File: src/rtl/fetch_unit_if.sv
// Instruction-memory request/acknowledge bus between the fetch stage and imem.
// The fetch stage is the master: it raises req with addr. The memory answers
// with ack and rdata, either in the same cycle or a number of cycles later.
interface fetch_unit_if;
    logic        req;
    logic [31:0] addr;
    logic        ack;
    logic [31:0] rdata;

    modport master (output req, output addr, input ack, input rdata);
    modport slave  (input req, input addr, output ack, output rdata);
endinterface

File: src/rtl/fetch_unit.sv
// IF stage of the pipelined MIPS core. It owns the PC, fetches through a
// variable-latency req/ack port and loads the IF/ID register. A redirect from
// ID keeps the delay slot and then fetches the target. An annul turns that
// delay slot into a bubble.
module fetch_unit #(
    parameter logic [31:0] RESET_PC = 32'h0000_3000,
    parameter logic [31:0] PC_LO    = 32'h0000_3000,
    parameter logic [31:0] PC_HI    = 32'h0000_6FFC
) (
    input  logic          clk,
    input  logic          rst,
    input  logic          stall_i,
    input  logic          redirect_i,
    input  logic [31:0]   redirect_pc_i,
    input  logic          annul_i,
    fetch_unit_if.master  imem,
    output logic          id_valid_o,
    output logic [31:0]   id_instr_o,
    output logic [31:0]   id_pc_o,
    output logic [31:0]   id_pc4_o,
    output logic          id_adel_o
);

    typedef enum logic [1:0] {S_REQ, S_WAIT, S_HOLD} state_t;

    state_t      state_q, state_d;
    logic [31:0] pc_q, pc_d;
    logic        pend_valid_q, pend_valid_d;
    logic [31:0] pend_pc_q, pend_pc_d;
    logic        pend_annul_q, pend_annul_d;
    logic [31:0] buf_instr_q, buf_instr_d;
    logic        buf_adel_q, buf_adel_d;
    logic        id_valid_q, id_valid_d;
    logic [31:0] id_instr_q, id_instr_d;
    logic [31:0] id_pc_q, id_pc_d;
    logic [31:0] id_pc4_q, id_pc4_d;
    logic        id_adel_q, id_adel_d;

    logic        addr_err;
    logic        req_c;
    logic        deliver;
    logic        load_id;
    logic        kill;
    logic [31:0] del_instr;
    logic        del_adel;

    // A misaligned or out-of-window PC is never sent to memory.
    assign addr_err = (pc_q[1:0] != 2'b00) || (pc_q < PC_LO) || (pc_q > PC_HI);

    // Request is suppressed while reset is asserted, independent of state.
    assign imem.req  = req_c && !rst;
    assign imem.addr = pc_q;

    // Next-state logic: find a word this cycle, then route it to IF/ID or the skid buffer.
    always_comb begin
        state_d      = state_q;
        pc_d         = pc_q;
        pend_valid_d = pend_valid_q;
        pend_pc_d    = pend_pc_q;
        pend_annul_d = pend_annul_q;
        buf_instr_d  = buf_instr_q;
        buf_adel_d   = buf_adel_q;
        id_valid_d   = id_valid_q;
        id_instr_d   = id_instr_q;
        id_pc_d      = id_pc_q;
        id_pc4_d     = id_pc4_q;
        id_adel_d    = id_adel_q;
        req_c        = 1'b0;
        deliver      = 1'b0;
        del_instr    = 32'h0;
        del_adel     = 1'b0;

        case (state_q)
            S_REQ: begin
                if (addr_err) begin
                    // A bad address produces its own word in the same cycle: a nop tagged adel.
                    deliver  = 1'b1;
                    del_adel = 1'b1;
                end else begin
                    req_c = 1'b1;
                    if (imem.ack) begin
                        deliver   = 1'b1;
                        del_instr = imem.rdata;
                    end
                end
            end
            S_WAIT: begin
                req_c = 1'b1;
                if (imem.ack) begin
                    deliver   = 1'b1;
                    del_instr = imem.rdata;
                end
            end
            S_HOLD: begin
                if (!stall_i) begin
                    deliver   = 1'b1;
                    del_instr = buf_instr_q;
                    del_adel  = buf_adel_q;
                end
            end
            default: state_d = S_REQ;
        endcase

        load_id = deliver && !stall_i;
        // The delivered word is a delay slot if a redirect is pending or arrives now.
        kill    = pend_valid_q ? pend_annul_q : (redirect_i && annul_i);

        if (load_id) begin
            id_valid_d   = !kill;
            id_instr_d   = kill ? 32'h0 : del_instr;
            id_adel_d    = del_adel && !kill;
            id_pc_d      = pc_q;
            id_pc4_d     = pc_q + 32'd4;
            pc_d         = pend_valid_q ? pend_pc_q :
                           redirect_i   ? redirect_pc_i : pc_q + 32'd4;
            pend_valid_d = 1'b0;
            pend_annul_d = 1'b0;
            state_d      = S_REQ;
        end else if (!stall_i) begin
            // No word for ID this cycle: insert a bubble and remember any redirect.
            id_valid_d = 1'b0;
            id_instr_d = 32'h0;
            id_adel_d  = 1'b0;
            if (redirect_i && !pend_valid_q) begin
                pend_valid_d = 1'b1;
                pend_pc_d    = redirect_pc_i;
                pend_annul_d = annul_i;
            end
            if (state_q == S_REQ) state_d = S_WAIT;
        end else begin
            // ID is stalled: a word that arrives now waits in the skid buffer.
            if (deliver) begin
                buf_instr_d = del_instr;
                buf_adel_d  = del_adel;
                state_d     = S_HOLD;
            end else if (state_q == S_REQ) begin
                state_d = S_WAIT;
            end
        end
    end

    // State, PC, pending-redirect, skid-buffer and IF/ID registers.
    always_ff @(posedge clk or posedge rst) begin
        if (rst) begin
            state_q      <= S_REQ;
            pc_q         <= RESET_PC;
            pend_valid_q <= 1'b0;
            pend_pc_q    <= 32'h0;
            pend_annul_q <= 1'b0;
            buf_instr_q  <= 32'h0;
            buf_adel_q   <= 1'b0;
            id_valid_q   <= 1'b0;
            id_instr_q   <= 32'h0;
            id_pc_q      <= 32'h0;
            id_pc4_q     <= 32'h0;
            id_adel_q    <= 1'b0;
        end else begin
            state_q      <= state_d;
            pc_q         <= pc_d;
            pend_valid_q <= pend_valid_d;
            pend_pc_q    <= pend_pc_d;
            pend_annul_q <= pend_annul_d;
            buf_instr_q  <= buf_instr_d;
            buf_adel_q   <= buf_adel_d;
            id_valid_q   <= id_valid_d;
            id_instr_q   <= id_instr_d;
            id_pc_q      <= id_pc_d;
            id_pc4_q     <= id_pc4_d;
            id_adel_q    <= id_adel_d;
        end
    end

    assign id_valid_o = id_valid_q;
    assign id_instr_o = id_instr_q;
    assign id_pc_o    = id_pc_q;
    assign id_pc4_o   = id_pc4_q;
    assign id_adel_o  = id_adel_q;

endmodule

File: src/flat_wrapper.sv
// flat-port wrapper written by rule: the top's interface ports become plain ports
module fetch_unit_flat 
#(
    parameter logic [31:0] RESET_PC = 32'h0000_3000,
    parameter logic [31:0] PC_LO    = 32'h0000_3000,
    parameter logic [31:0] PC_HI    = 32'h0000_6FFC
)
  (clk, rst, stall_i, redirect_i, redirect_pc_i, annul_i, id_valid_o, id_instr_o, id_pc_o, id_pc4_o, id_adel_o, imem_req, imem_addr, imem_ack, imem_rdata);
  fetch_unit_if imem_i ();
  input  logic clk;
  input  logic rst;
  input  logic stall_i;
  input  logic redirect_i;
  input  logic [31:0] redirect_pc_i;
  input  logic annul_i;
  output logic id_valid_o;
  output logic [31:0] id_instr_o;
  output logic [31:0] id_pc_o;
  output logic [31:0] id_pc4_o;
  output logic id_adel_o;
  output wire logic [$bits(imem_i.req)-1:0] imem_req;
  output wire logic [$bits(imem_i.addr)-1:0] imem_addr;
  input wire logic [$bits(imem_i.ack)-1:0] imem_ack;
  input wire logic [$bits(imem_i.rdata)-1:0] imem_rdata;
  assign imem_req = imem_i.req;
  assign imem_addr = imem_i.addr;
  assign imem_i.ack = imem_ack;
  assign imem_i.rdata = imem_rdata;
  fetch_unit #(.RESET_PC(RESET_PC), .PC_LO(PC_LO), .PC_HI(PC_HI)) u_core (.clk(clk), .rst(rst), .stall_i(stall_i), .redirect_i(redirect_i), .redirect_pc_i(redirect_pc_i), .annul_i(annul_i), .imem(imem_i), .id_valid_o(id_valid_o), .id_instr_o(id_instr_o), .id_pc_o(id_pc_o), .id_pc4_o(id_pc4_o), .id_adel_o(id_adel_o));
endmodule
File: config.mk
export PLATFORM = sky130hd
export DESIGN_NAME = fetch_unit_flat
export DESIGN_NICKNAME = d
export VERILOG_FILES = /design/src/rtl/fetch_unit_if.sv /design/src/rtl/fetch_unit.sv /design/src/flat_wrapper.sv
export SDC_FILE = /design/constraint.sdc
export NUM_CORES = 1
export LEC_CHECK = 0
export BUFFER_PORTS_ARGS = -buffer_cell sky130_fd_sc_hd__clkbuf_2
export CAP_MARGIN = 40
export CELL_PAD_IN_SITES_DETAIL_PLACEMENT = 0
export CELL_PAD_IN_SITES_GLOBAL_PLACEMENT = 1
export CORE_MARGIN = 5
export CORE_UTILIZATION = 38
export DETAILED_ROUTE_END_ITERATION = 16
export GPL_TIMING_DRIVEN = 0
export PLACE_DENSITY = 0.84
export RECOVER_POWER = 100
export SETUP_SLACK_MARGIN = 0.5
export SYNTH_ARGS = -nofsm -noshare
export SYNTH_HDL_FRONTEND = slang
export SYNTH_SLANG_ARGS = --single-unit
export TNS_END_PERCENT = 100
File: constraint.sdc
create_clock -name clk -period 8 [get_ports clk]
set_input_delay 1.2 -clock clk [delete_from_list [all_inputs] [get_ports clk]]
set_output_delay 1.2 -clock clk [all_outputs]
set_load 0.01 [all_outputs]
==> impl_metrics.toml <==
[pwr]
p_leak_nw = 5.21
power.density_nw_per_um2 = 231
ir_worst_vdd_uv = 143

[logic_synthesis]
syn_area_um2 = 9090
async_flop_share_pct = 100
synth.distinct_cells = 58
synth_cells = 867
yosys.area.top_type = "dfrtp_1"
dominantRegCellSynth = "dfrtp_1"
ys_ff_latch = 197
syn_nets = 938
synth_top_area_share_pct = 53.7
synth-edff-count = 0
ys_seq_area_share_pct = 54.2
ys.warnings.count = 0
synthTopCellsByArea = "dfrtp_1 (54%), a22o_1 (6.6%), nand2_1 (5.9%)"
syn_avg_cell_area_um2 = 10.5

[floorplan]
initial_utilization_pct = 38.6
fp.coreArea_um2 = 23500
dieArea_um2 = 27100
rows = 56
die_h_um = 165
die_w_um = 165
io_pins = 201

[routing]
dr.pass1.iters = 5
drtAntennaViolNets = 0
vias = 7540
routed_wl_mm = 28.2
drc = 0
drt_first_iter_violations = 752
wl_per_cell_um = 19.9
viasPerCell = 5.31

[timing]
setup_viol = 0
fmax_mhz = 244
slew_viol_final = 89
rsz0062_at_grt = "no"
max_slew_margin_pct = -171
tightest_slew_ns = 4.04
hold_viol = 0
fin_worst_skew_ns = 0.0215
finalCriticalPeriod_ns = 4.11
whs_ns = 0.480
period_share_pct = 51.3

[setup_path]
path_class = "flip-flop to output port"
rrSetupSlack_ns = 3.99
cp.required_ns = 6.80
r2r_start = "u_core.imem.addr[13]"
crit_arrival_ns = 2.91
cp_max_fo = 10
rr_endpoint = "u_core.id_pc4_o[21]"
cp-start-kind = "flip-flop"
rr_worst_depth = 8
end_kind = "output port"

[clocking]
clock-sinks = 197
insertion_delay_ns = 0.46
cts_buffers = 17
hold_buffers = 0
cts_buffer_depth = 2
ctsResizeCount = 0
postCtsSetupBuffers = 0
cts_tree = "done"
ctsRootBufferMaster = "clkbuf_16"
htree_levels = 4
clk_pin_slew_ns = 0.08

[placed_design]
dp.final_hpwl_mm = 20.4
placed_cells = 1389
gp_congestion = 0.861
port-buffer-count = 200
dpl_cell_area_um2 = 10500

[global_route]
antenna_found_initial = 4
grt_max_degree = 110
grt_pass1_wl_mm = 43.6
grt_pass1_vias = 7531
grt.overflow.total = 0
grt_usage_pct = 20.7

[worst_hold_path]
hp-start = "u_core.id_pc_o[14]"
whs_path_depth = 2
hold_path_end = "u_core.id_pc_o[14]"
holdCritPathClass = "flip-flop to flip-flop"

[layout]
fin_util_pct = 45.9
layout.cells.most_common = "dfrtp_1"
nets = 1160
antenna_cells = 0
stdcell_area_um2 = 10800
stdcell_count = 1421
final_cell_mix = "dfrtp_1 (195), clkbuf_1 (188), nand2_1 (144)"
area_delta_synth_final_pct = 18.8
drive_above_1_share_pct = 11.3

[outcome]
outcome = "finished with violations"
violations = "capacitance limit, slew limit"

[run]
maxCapViolations = 1
==> worst max-delay path, cell delays in order, from the launching register on <==
cell and delay (ns):
dfstp_1 0.56, clkbuf_1 0.42, a21boi_0 0.20, o211ai_1 0.50, o31a_1 0.21, clkbuf_1 0.32
nor3_1 0.09, clkbuf_1 0.16
==> cells by family after synthesis <==
kind of cell / after synthesis / synth area share (%)
AOI/OAI and AO/OA: 268 / 20.7
xor gates and xnor gates: 25 / 2.41
adders and majority gates: 1 / 0.138
buffers and inverters: 88 / 4.72
DFF: 197 / 54.2
muxes: 33 / 5.31
and+or+nand+nor: 255 / 12.5
==> synth_stat cells (4+ instances only) <==
| master | n |
|---|---|
| nor3_1 | 10 |
| nand3_1 | 8 |
| inv_1 | 18 |
| and3_1 | 7 |
| o21ai_0 | 68 |
| o22ai_1 | 4 |
| a22o_1 | 69 |
| nor2b_1 | 8 |
| a21oi_1 | 31 |
| xor2_1 | 7 |
| a221oi_1 | 6 |
| a211oi_1 | 4 |
| buf_1 | 5 |
| nand4_1 | 6 |
| o31ai_1 | 8 |
| mux2_4 | 30 |
| a31oi_1 | 8 |
| nand2_1 | 144 |
| dfrtp_1 | 195 |
| buf_2 | 16 |
| clkbuf_1 | 41 |
| o31a_1 | 10 |
| nor4_1 | 7 |
| a21o_1 | 35 |
| xnor2_1 | 18 |
| nor2_1 | 44 |
| nand2b_1 | 6 |
==> how the worst max path moves through the flow <==
stage | from | end
2_1_floorplan | rst | u_core.buf_adel_q
3_3_place_gp | rst | u_core.id_pc_o[17]
3_5_place_dp | imem_ack | u_core.imem.addr[16]
4_1_cts | u_core.imem.addr[13] | imem_req
5_1_grt | rst | u_core.pend_pc_q[13]
6_report | u_core.imem.addr[13] | imem_req
==> sequential cells by signal (all words and copies together) (netlist names) <==
register	count
u_core.buf_instr_q	32
u_core.id_instr_o	32
u_core.id_pc4_o	32
u_core.imem.addr	32
u_core.pend_pc_q	32
u_core.id_pc_o	30
u_core.state_q	2
u_core.buf_adel_q	1
u_core.id_adel_o	1
u_core.id_valid_o	1
u_core.pend_annul_q	1
u_core.pend_valid_q	1
==> area by class of cell <==
class                      count  area [µm²]
multi-input combinational    582        3630
clock buffer                  18         439
sequential                   197        4930
clock inverter                14         173
fill                        2387       12700
inverter                      18        68.8
timing repair buffer         203         880
buffer                        70         285
tap                          319         399
==> per-stage QoR <==
stage / power [mW] / worst slack [ns] / setup TNS [ns]
final: 2.49 / 3.89 / 0
after detailed placement: 1.64 / 4.47 / 0
after floorplan: 1.42 / 1.43 / 0
after global routing: 2.61 / 3.49 / 0
after CTS: 2.54 / 4.39 / 0
after global placement: 1.63 / -1.03 / -198.08
==> where the power goes <==
group	internal, mW	switching, mW
combinational	0.145	0.277
clock	0.436	0.461
sequential	1.09	0.0885
==> metal layers <==
layer	vias to the layer above	track usage [%]	share of wire (%)
li1	3533	-	-
met1	3667	28.7	45
met2	293	32.0	45
met3	41	5.86	8.4
met4	6	5.78	2.0
met5	-	0	0.15
Note: power is estimated with default switching activity, not from simulation.
